**src/rtl/gpio_msg_dma.sv**
```systemverilog
// gpio_msg_dma: copies NUM_WORDS words from dmem into a message buffer and
// presents them to gpio_protocol through its data_ready/done handshake.
// The processor shares the single dmem port and normally wins it. After
// STARVE_LIMIT consecutive lost cycles, the DMA takes the port for one cycle.
module gpio_msg_dma #(
    parameter int                ADDR_W       = 12,
    parameter int                DATA_W       = 32,
    parameter int                NUM_WORDS    = 4,
    parameter logic [ADDR_W-1:0] BASE_ADDR    = 12'd1000,
    parameter int                STARVE_LIMIT = 4
) (
    input  logic                          clock,
    input  logic                          reset,
    input  logic                          start,
    input  logic                          proc_mem_en,
    input  logic [ADDR_W-1:0]             proc_address,
    input  logic [DATA_W-1:0]             proc_data,
    input  logic                          proc_wren,
    output logic [ADDR_W-1:0]             dmem_address,
    output logic [DATA_W-1:0]             dmem_data,
    output logic                          dmem_wren,
    input  logic [DATA_W-1:0]             dmem_q,
    output logic                          proc_stall,
    output logic [NUM_WORDS*DATA_W-1:0]   message_out,
    output logic                          data_ready,
    input  logic                          done,
    output logic                          busy,
    output logic                          xfer_done,
    output logic                          start_overrun
);

    localparam int IDX_W = (NUM_WORDS > 1) ? $clog2(NUM_WORDS) : 1;
    localparam int SW    = $clog2(STARVE_LIMIT + 1);
    localparam logic [IDX_W-1:0] LAST_IDX = IDX_W'(NUM_WORDS - 1);
    localparam logic [SW-1:0]    LIMIT    = SW'(STARVE_LIMIT);

    typedef enum logic [1:0] {IDLE, READ, ARM, DRAIN} state_t;

    state_t              state;
    state_t              state_next;
    logic [IDX_W-1:0]    index;
    logic [SW-1:0]       starve_cnt;
    logic [DATA_W-1:0]   word [NUM_WORDS];
    logic                dma_grant;
    logic                last;

    // Port arbitration: the processor wins unless the DMA has starved too long.
    always_comb begin
        dma_grant  = (state == READ) && (!proc_mem_en || starve_cnt == LIMIT);
        last       = (index == LAST_IDX);
        proc_stall = proc_mem_en && dma_grant;
        dmem_data  = proc_data;
        if (dma_grant) begin
            dmem_address = BASE_ADDR + ADDR_W'(index);
            dmem_wren    = 1'b0;
        end else begin
            dmem_address = proc_address;
            dmem_wren    = proc_wren;
        end
        busy      = (state != IDLE);
        // Completion is flagged while still in DRAIN, so a start in that same
        // cycle still sees a busy controller.
        xfer_done = (state == DRAIN) && !done;
    end

    // Next-state decode for the transfer/handshake sequence.
    always_comb begin
        state_next = state;
        case (state)
            IDLE:    if (start)             state_next = READ;
            READ:    if (dma_grant && last) state_next = ARM;
            ARM:     if (done)              state_next = DRAIN;
            DRAIN:   if (!done)             state_next = IDLE;
            default:                        state_next = IDLE;
        endcase
    end

    // State register, registered data_ready and sticky overrun flag.
    always_ff @(posedge clock or posedge reset) begin
        if (reset) begin
            state         <= IDLE;
            data_ready    <= 1'b0;
            start_overrun <= 1'b0;
        end else begin
            state      <= state_next;
            data_ready <= (state_next == ARM);
            if (start && state != IDLE)
                start_overrun <= 1'b1;
        end
    end

    // Word index and starvation counter; the counter only runs while yielding.
    always_ff @(posedge clock or posedge reset) begin
        if (reset) begin
            index      <= '0;
            starve_cnt <= '0;
        end else begin
            if (state == IDLE && start)
                index <= '0;
            else if (dma_grant && !last)
                index <= index + IDX_W'(1);
            if (state == READ && !dma_grant)
                starve_cnt <= starve_cnt + SW'(1);
            else
                starve_cnt <= '0;
        end
    end

    // Message buffer: capture dmem_q on each granted read cycle.
    always_ff @(posedge clock or posedge reset) begin
        if (reset) begin
            for (int i = 0; i < NUM_WORDS; i++)
                word[i] <= '0;
        end else if (dma_grant) begin
            word[index] <= dmem_q;
        end
    end

    for (genvar i = 0; i < NUM_WORDS; i++) begin : g_pack
        assign message_out[(NUM_WORDS-i)*DATA_W-1 -: DATA_W] = word[i];
    end

endmodule
```
**config.mk**
```make
export PLATFORM = sky130hd
export DESIGN_NAME = gpio_msg_dma
export DESIGN_NICKNAME = d
export VERILOG_FILES = /design/src/rtl/gpio_msg_dma.sv
export SDC_FILE = /design/constraint.sdc
export NUM_CORES = 1
export LEC_CHECK = 0
export ABC_AREA = 1
export CAP_MARGIN = 5
export CORE_ASPECT_RATIO = 1.75
export CORE_MARGIN = 2
export CORE_UTILIZATION = 42
export DETAILED_ROUTE_END_ITERATION = 12
export PLACE_DENSITY = 0.81
export SLEW_MARGIN = 20
export SYNTH_ARGS = -nofsm -noshare
export SYNTH_HDL_FRONTEND = slang
export SYNTH_SLANG_ARGS = --single-unit
export TNS_END_PERCENT = 5
```
**constraint.sdc**
```tcl
create_clock -name clock -period 5.2 [get_ports clock]
set_input_delay 1.04 -clock clock [delete_from_list [all_inputs] [get_ports clock]]
set_output_delay 1.04 -clock clock [all_outputs]
set_load 0.01 [all_outputs]
```
==> After elaboration in Yosys (flattened, before gate mapping) <==
Cells that the tools add are included.
{ "op_classes": {"addsub": 3, "n_lt_le_gt_ge": 2, "eq_ne": 6, "n_mux": 13, "bitwise_logic": 1, "reduce_logical": 17} }
{ "op_table": {"columns": ["cell", "count"], "rows": [
  ["$bwmux W128", 1],
  ["$demux W32 S2", 1],
  ["$mux W32", 1],
  ["$mux W12", 1],
  ["$mux W2", 6],
  ["$add A10 B2 Y11 const A", 1],
  ["$logic_and A1 B1 Y1", 9],
  ["$eq A2 B2 Y1 const B", 4],
  ["$pmux W2 S4", 1],
  ["$logic_not A1 Y1", 4],
  ["$reduce_bool A2 Y1", 2],
  ["$add A3 B1 Y3 const B", 1],
  ["$eq A3 B3 Y1 const B", 1],
  ["$ge A3 B3 Y1 const B", 1],
  ["$lt A3 B1 Y1 const B", 1],
  ["$mux W3", 1],
  ["$not A2 Y3", 1],
  ["$add A2 B1 Y2 const B", 1],
  ["$eq A2 B1 Y1 const B", 1],
  ["$logic_not A2 Y1", 1],
  ["$logic_or A1 B1 Y1", 1],
  ["$mux W1", 1]
]} }
{ "totals": {"regBits": 137, "inputBits": 82, "out_inout_bits": 178, "wordCells": 51} }

==> Depth between registers and ports, before layout <==
Gate-level depths: netlist (run 1).
{ "logic_depth": {"depth_word": 7, "depth_mapped": 9, "depth_no_buf": 8} }

==> Worst setup path after synthesis (run 1) <==
Ideal clock, no wire load.
{ "synth_path": {"path_kind": "input port to output port", "from": "in proc_mem_en", "to": "out dmem_address[6]", "arrival_time_ns": 1.728, "required_time_ns": 4.160, "setup_slack_ns": 2.432, "cell_stages": 5, "path_buffers": 1, "path_cell_list": "nand2_2 > nand2_4 > inv_1 > buf_2 > or2_2"} }
{ "synth_between": {"elab_chain_len": 4} }
{ "synth_lines": {"columns": ["element", "line", "text"], "rows": [
  ["from (decl)", "15", "input logic proc_mem_en,"],
  ["$logic_not A1 Y1", "49", "dma_grant = (state == READ) && (!proc_mem_en || starve_cnt == LIMIT);"],
  ["$logic_or A1 B1 Y1", "49", null],
  ["$logic_and A1 B1 Y1", "49", null],
  ["$mux W12", "53", "if (dma_grant) begin"],
  ["to (decl)", "19", "output logic [ADDR_W-1:0] dmem_address,"]
]} }
Every way passes these cells.

==> Worst setup path after layout (run 1) <==
{ "layout_path": {"from": "in proc_mem_en", "to": "out dmem_address[0]"} }
Same word-level chain as after synthesis.

==> reports/results.txt, run 1 <==
status = finished, final reports clean
Rel. slew slack = 0.403
Hold Path Cell Cnt = 1
Cells after Synth = 661
Max VDD drop = 0.347 mV
sequential share of the synthesized area = 0.592
Mapped Area = 5800 um2
Root Driver = clkbuf_16
Worst Path Required = 4160 ps
maximum capacitance violations = 0
pin count of the biggest net entering global routing = 67
Num Clock Sinks = 137
Placed Area = 7630 um2
DRT Wirelength = 16800 um
unrepaired setup endpoints after global routing = no
Crit-path slowest cell = clkdlybuf4s50_1
gpl congestion = 0.795
Final min period = 3870 ps
Static Leak = 0.00398 uW
critical path, cell by cell = clkdlybuf4s50_1, nand2_2, nand2_4, buf_4, nand2_1, o21ai_0, clkdlybuf4s50_1
commonest cells after routing, fill and taps aside = nand2_1 (297), clkdlybuf4s50_1 (195), dfrtp_1 (137), o21ai_1 (90), inv_1 (18)
clock slew at reported path FFs = 60 ps
Setup CP Type = primary input to primary output
Layout area overhead = 43.5%
die footprint = 14800 um2
number of global-route vias before repair = 5021
period utilization = 0.744
Mean Syn Cell Area = 8.77 um2
prevailing post-synth register cell = dfrtp_1
most used cell along the critical path = clkdlybuf4s50_1
GRT Total Usage = 0.234
Rows = 56
first-pass GRT wire length = 26700 um
hold violation total from the final report = 0
CTS tree = yes
CP Buf/Inv Count = 3
CTS Buf Count = 17
nets = 903
1st-iter DRT viols = 173
path depth of the worst reg2reg path = 8
CP arrival = 2830 ps
drt wl/cell = 16.8 um
worst-skew pair later-pin latency = 410 ps
vias per cell = 4.94
die height = 159 um
Yosys cell types = 24
post-CTS setup buffer count = 0
DP HPWL = 11100 um
n_diodes = 0
Synth Area in Compound Gates = 0.0877
Synth Area in Simple Gates = 0.223
CP max stage delay = 560 ps
initial core utilization = 0.431
pin slew with the least headroom to its limit = 893 ps
Max Root-Sink Buffers = 2
fin area = 8320 um2
die width = 92.8 um
kind of cell adding the most delay to the critical path = buffers and inverters
initial antenna violation count = 0
Port Buffers = 195
grt total ovfl = 0
IO Pins = 260
CTS resizes = 0
core area = 13500 um2
Antenna Nets Post-Route = 0
WP depth = 7
# hold bufs at CTS = 0
post-synthesis mux area share = 0
Syn Nets = 749
Synth Register Bits = 137
crit path capture type = primary output
most common cell after layout, fill and taps aside = nand2_1
# DRC = 0
P per Cell Area = 676 nW/um2
fmax = 0.259 GHz
via count = 4953
Setup TNS = 0 ps
final setup violating endpoints = 0
worst-path maximum fanout = 39
yosys warns = 0
Final Skew = 11.2 ps
H-tree depth = 4
Slew Limit Fails = 0
Post-synth EDFFs = 0
First-pass DRT Iterations = 6
worst hold path class = flop to flop
Synth Area in Adders = 0.0130
asr flop ratio synth = 1.00
Synth Area in XOR/XNOR = 0.00151
largest family of logic cells by synthesized area = simple AND/OR/NAND/NOR gates
CP startpoint kind = primary input
layout cell share with drive strength beyond 1 = 0.0664
-- routing by layer --
metal / GRT usage / up-vias / part of all wire
met5: 0 / - / 0
met4: 0.142 / 0 / 0.047
met3: 0.0379 / 60 / 0.046
met2: 0.409 / 179 / 0.53
met1: 0.261 / 2357 / 0.38
li1: - / 2357 / -
-- final cells by class --
cell class / instances / area [um2]
flip-flops and latches: 137 / 3430
repair buffers: 203 / 2010
well taps: 174 / 218
fillers: 1127 / 5130
clock buffers: 21 / 470
inverters: 21 / 83.8
clock inverters: 11 / 215
multi-input cells: 435 / 1890
-- logic make-up after synthesis --
kind of cell | count (synthesis)
and+or+nand+nor | 327
DFF | 137
AOI/OAI and AO/OA | 101
buffers and inverters | 89
adders and majority gates | 6
xor gates and xnor gates | 1
-- worst paths after layout --
kind | startpoint | to | slack (ps)
max | proc_mem_en | dmem_address[0] | 1330
min | starve_cnt[0]$_DFF_PP0_ | starve_cnt[0]$_DFF_PP0_ | 470
max reg2reg | starve_cnt[0]$_DFF_PP0_ | message_out[30]$_DFFE_PP0P_ | 2540
min reg2reg | starve_cnt[0]$_DFF_PP0_ | starve_cnt[0]$_DFF_PP0_ | 470
max in group asynchronous | reset | message_out[111]$_DFFE_PP0P_ | 3190
min in group asynchronous | reset | message_out[89]$_DFFE_PP0P_ | 1060
-- per-stage QoR --
step / cells / hold slack (ps) / power, uW / util / worst slack (ps)
5_1_grt: 1002 / 486 / 5960 / 0.618 / 1230
6_report: 1002 / 474 / 5620 / 0.618 / 1330
4_1_cts: 1002 / 469 / 5670 / 0.618 / 1320
3_5_place_dp: 970 / 455 / 4250 / 0.567 / 1330
2_1_floorplan: 661 / 439 / 2860 / - / 492
3_3_place_gp: 970 / 439 / 4180 / 0.567 / 1340
-- Yosys cell counts, drive strengths merged, types with 3 or more instances --
master	count	share of area
clkbuf	11	0.0071
nor3	3	0.0026
ha	6	0.013
buf	57	0.063
nand3	6	0.0060
inv	21	0.014
nor2	11	0.0097
o21ai	100	0.086
or2	6	0.0065
dfrtp	137	0.59
nand2	299	0.20
-- flip-flops by register name, summed over array words and instances (netlist names) --
signal and cells:
data_ready 1, index 2, state 2, start_overrun 1
starve_cnt 3, message_out 128
-- power by group --
part           leakage, uW  switching (uW)  internal [uW]
Sequential         0.00172             266           1560
Clock             0.000334             456            940
Combinational      0.00193            1240           1160
Total              0.00398            1960           3660
Note: power is estimated with default switching activity, not from simulation.
==> run 2, diff against run 1 <==
Clock period 5.2 ns to 3.7 ns, I/O delays scaled along.
==> reports/results.txt, run 2 (synthesis results as in run 1) <==
status = finished, final reports clean (unchanged)
fillers = 1143 (was 1127)
flop2flop setup slack = 1360 ps (was 2540 ps)
die width = 92.8 um (unchanged)
CTS Buf Count = 17 (unchanged)
CP arrival = 2390 ps (was 2830 ps)
initial core utilization = 0.431 (unchanged)
kind of cell adding the most delay to the critical path = buffers and inverters (unchanged)
CTS resizes = 0 (unchanged)
layout cell share with drive strength beyond 1 = 0.0710 (was 0.0664)
most common cell after layout, fill and taps aside = nand2_1 (unchanged)
drt wl/cell = 17.1 um (was 16.8 um)
crit path capture type = primary output (unchanged)
Final min period = 3130 ps
Final WS setup = 566 ps (was 1330 ps)
fmax = 0.319 GHz
# DRC = 0 (unchanged)
# hold bufs at CTS = 0 (unchanged)
Rel. slew slack = 0.411 (was 0.403)
P per Cell Area = 920 nW/um2 (was 676 nW/um2)
Root Driver = clkbuf_16 (unchanged)
DP HPWL = 11400 um (was 11100 um)
worst hold slack = 460 ps (was 474 ps)
Antenna Nets Post-Route = 0 (unchanged)
clock slew at reported path FFs = 70 ps (was 60 ps)
CP startpoint kind = primary input (unchanged)
die footprint = 14800 um2 (unchanged)
gpl congestion = 0.853 (was 0.795)
met2 WL post-DR = 9220 um (was 8930 um)
Worst Path Required = 2960 ps (was 4160 ps)
nets = 906 (was 903)
pin count of the biggest net entering global routing = 61 (was 67)
worst-skew pair later-pin latency = 420 ps (was 410 ps)
H-tree depth = 4 (unchanged)
Slew Limit Fails = 0 (unchanged)
Port Buffers = 195 (unchanged)
Num Clock Sinks = 137 (unchanged)
DRT Wirelength = 17200 um (was 16800 um)
Max VDD drop = 0.473 mV (was 0.347 mV)
core area = 13500 um2 (unchanged)
max FFs per register = 128 (unchanged)
grt total ovfl = 0 (unchanged)
hold violation total from the final report = 0 (unchanged)
post-CTS setup buffer count = 0 (unchanged)
M1 WL = 6290 um (was 6320 um)
n_diodes = 0 (unchanged)
Finished Core Util = 0.614 (was 0.618)
CP Buf/Inv Count = 3 (unchanged)
CTS tree = yes (unchanged)
GRT Total Usage = 0.238 (was 0.234)
pre-CTS setup slack = 558 ps (was 1330 ps)
number of global-route vias before repair = 5071 (was 5021)
fin area = 8250 um2 (was 8320 um2)
Crit-path slowest cell = clkdlybuf4s50_1 (unchanged)
Setup TNS = 0 ps (unchanged)
initial antenna violation count = 0 (unchanged)
period utilization = 0.847
met3 wire len = 896 um (was 775 um)
via count = 4999 (was 4953)
CP max stage delay = 490 ps (was 560 ps)
maximum capacitance violations = 0 (unchanged)
final setup violating endpoints = 0 (unchanged)
unrepaired setup endpoints after global routing = no (unchanged)
critical path, cell by cell = clkdlybuf4s50_1, nand2_2, nand2_4, inv_1, or2_2, clkdlybuf4s50_1 (was clkdlybuf4s50_1, nand2_2, nand2_4, buf_4, nand2_1, o21ai_0, clkdlybuf4s50_1)
worst hold path class = flop to flop (unchanged)
Layout area overhead = 42.4% (was 43.5%)
most used cell along the critical path = clkdlybuf4s50_1 (unchanged)
Placed Area = 7680 um2 (was 7630 um2)
first-pass GRT wire length = 27300 um (was 26700 um)
1st-iter DRT viols = 204 (was 173)
First-pass DRT Iterations = 4 (was 6)
IO Pins = 260 (unchanged)
commonest cells after routing, fill and taps aside = nand2_1 (297), clkdlybuf4s50_1 (195), dfrtp_1 (137), o21ai_1 (90), inv_1 (18) (unchanged)
vias per cell = 4.97 (was 4.94)
Max Root-Sink Buffers = 2 (unchanged)
worst-path maximum fanout = 12 (was 39)
Setup CP Type = primary input to primary output (unchanged)
pin slew with the least headroom to its limit = 881 ps (was 893 ps)
Rows = 56 (unchanged)
Static Leak = 0.00393 uW (was 0.00398 uW)
die height = 159 um (unchanged)
Final Skew = 14.8 ps (was 11.2 ps)
DR top layer = met4 (unchanged)
-- run 2: changes by cell type in the layout (fill, tap and decap cells not counted) --
| cell | previous run | this run |
|---|---|---|
| clkbuf_1 | 1 | 0 |
| buf_12 | 0 | 2 |
| buf_4 | 8 | 9 |
| clkinv_4 | 1 | 0 |
| clkinv_2 | 2 | 0 |
| inv_6 | 2 | 6 |
| clkbuf_8 | 3 | 1 |
| clkinvlp_4 | 1 | 8 |
| bufinv_16 | 6 | 1 |
-- run 2: through the flow --
stage               instances  power (uW)
finish                   1005        7600
global route             1005        8060
CTS                      1005        7660
detailed placement        973        5970
global placement          973        5870
floorplan                 661        4010
-- run 2: area by class of cell --
type / count / area (um2) / area share
clock inverters: 14 / 135 / 0.0164
repair buffers: 206 / 2060 / 0.250
clock buffers: 18 / 439 / 0.0532
flip-flops and latches: 137 / 3430 / 0.415
multi-input cells: 435 / 1890 / 0.229
inverters: 21 / 82.6 / 0.0100
well taps: 174 / 218 / 0.0264
-- run 2: final timing paths --
path	start	to	cells past startpoint
worst max-delay path	proc_mem_en	dmem_address[9]	6
worst min-delay path	start_overrun$_DFFE_PP0P_	start_overrun$_DFFE_PP0P_	1
worst max register to register	starve_cnt[0]$_DFF_PP0_	message_out[67]$_DFFE_PP0P_	9
worst min register to register	start_overrun$_DFFE_PP0P_	start_overrun$_DFFE_PP0P_	1
max in group asynchronous	reset	message_out[8]$_DFFE_PP0P_	3
min in group asynchronous	reset	message_out[25]$_DFFE_PP0P_	2
-- run 2: routing by layer --
layer	vias up	GRT usage
met4	0	0.134
met2	189	0.426
met3	56	0.0393
li1	2365	-
met5	-	0
met1	2389	0.263
-- run 2: power breakdown --
part | total, uW | internal, uW | switching [uW]
sequential | 2570 | 2190 | 380
combinational | 3390 | 1640 | 1750
clock | 1640 | 954 | 690
total | 7600 | 4780 | 2820
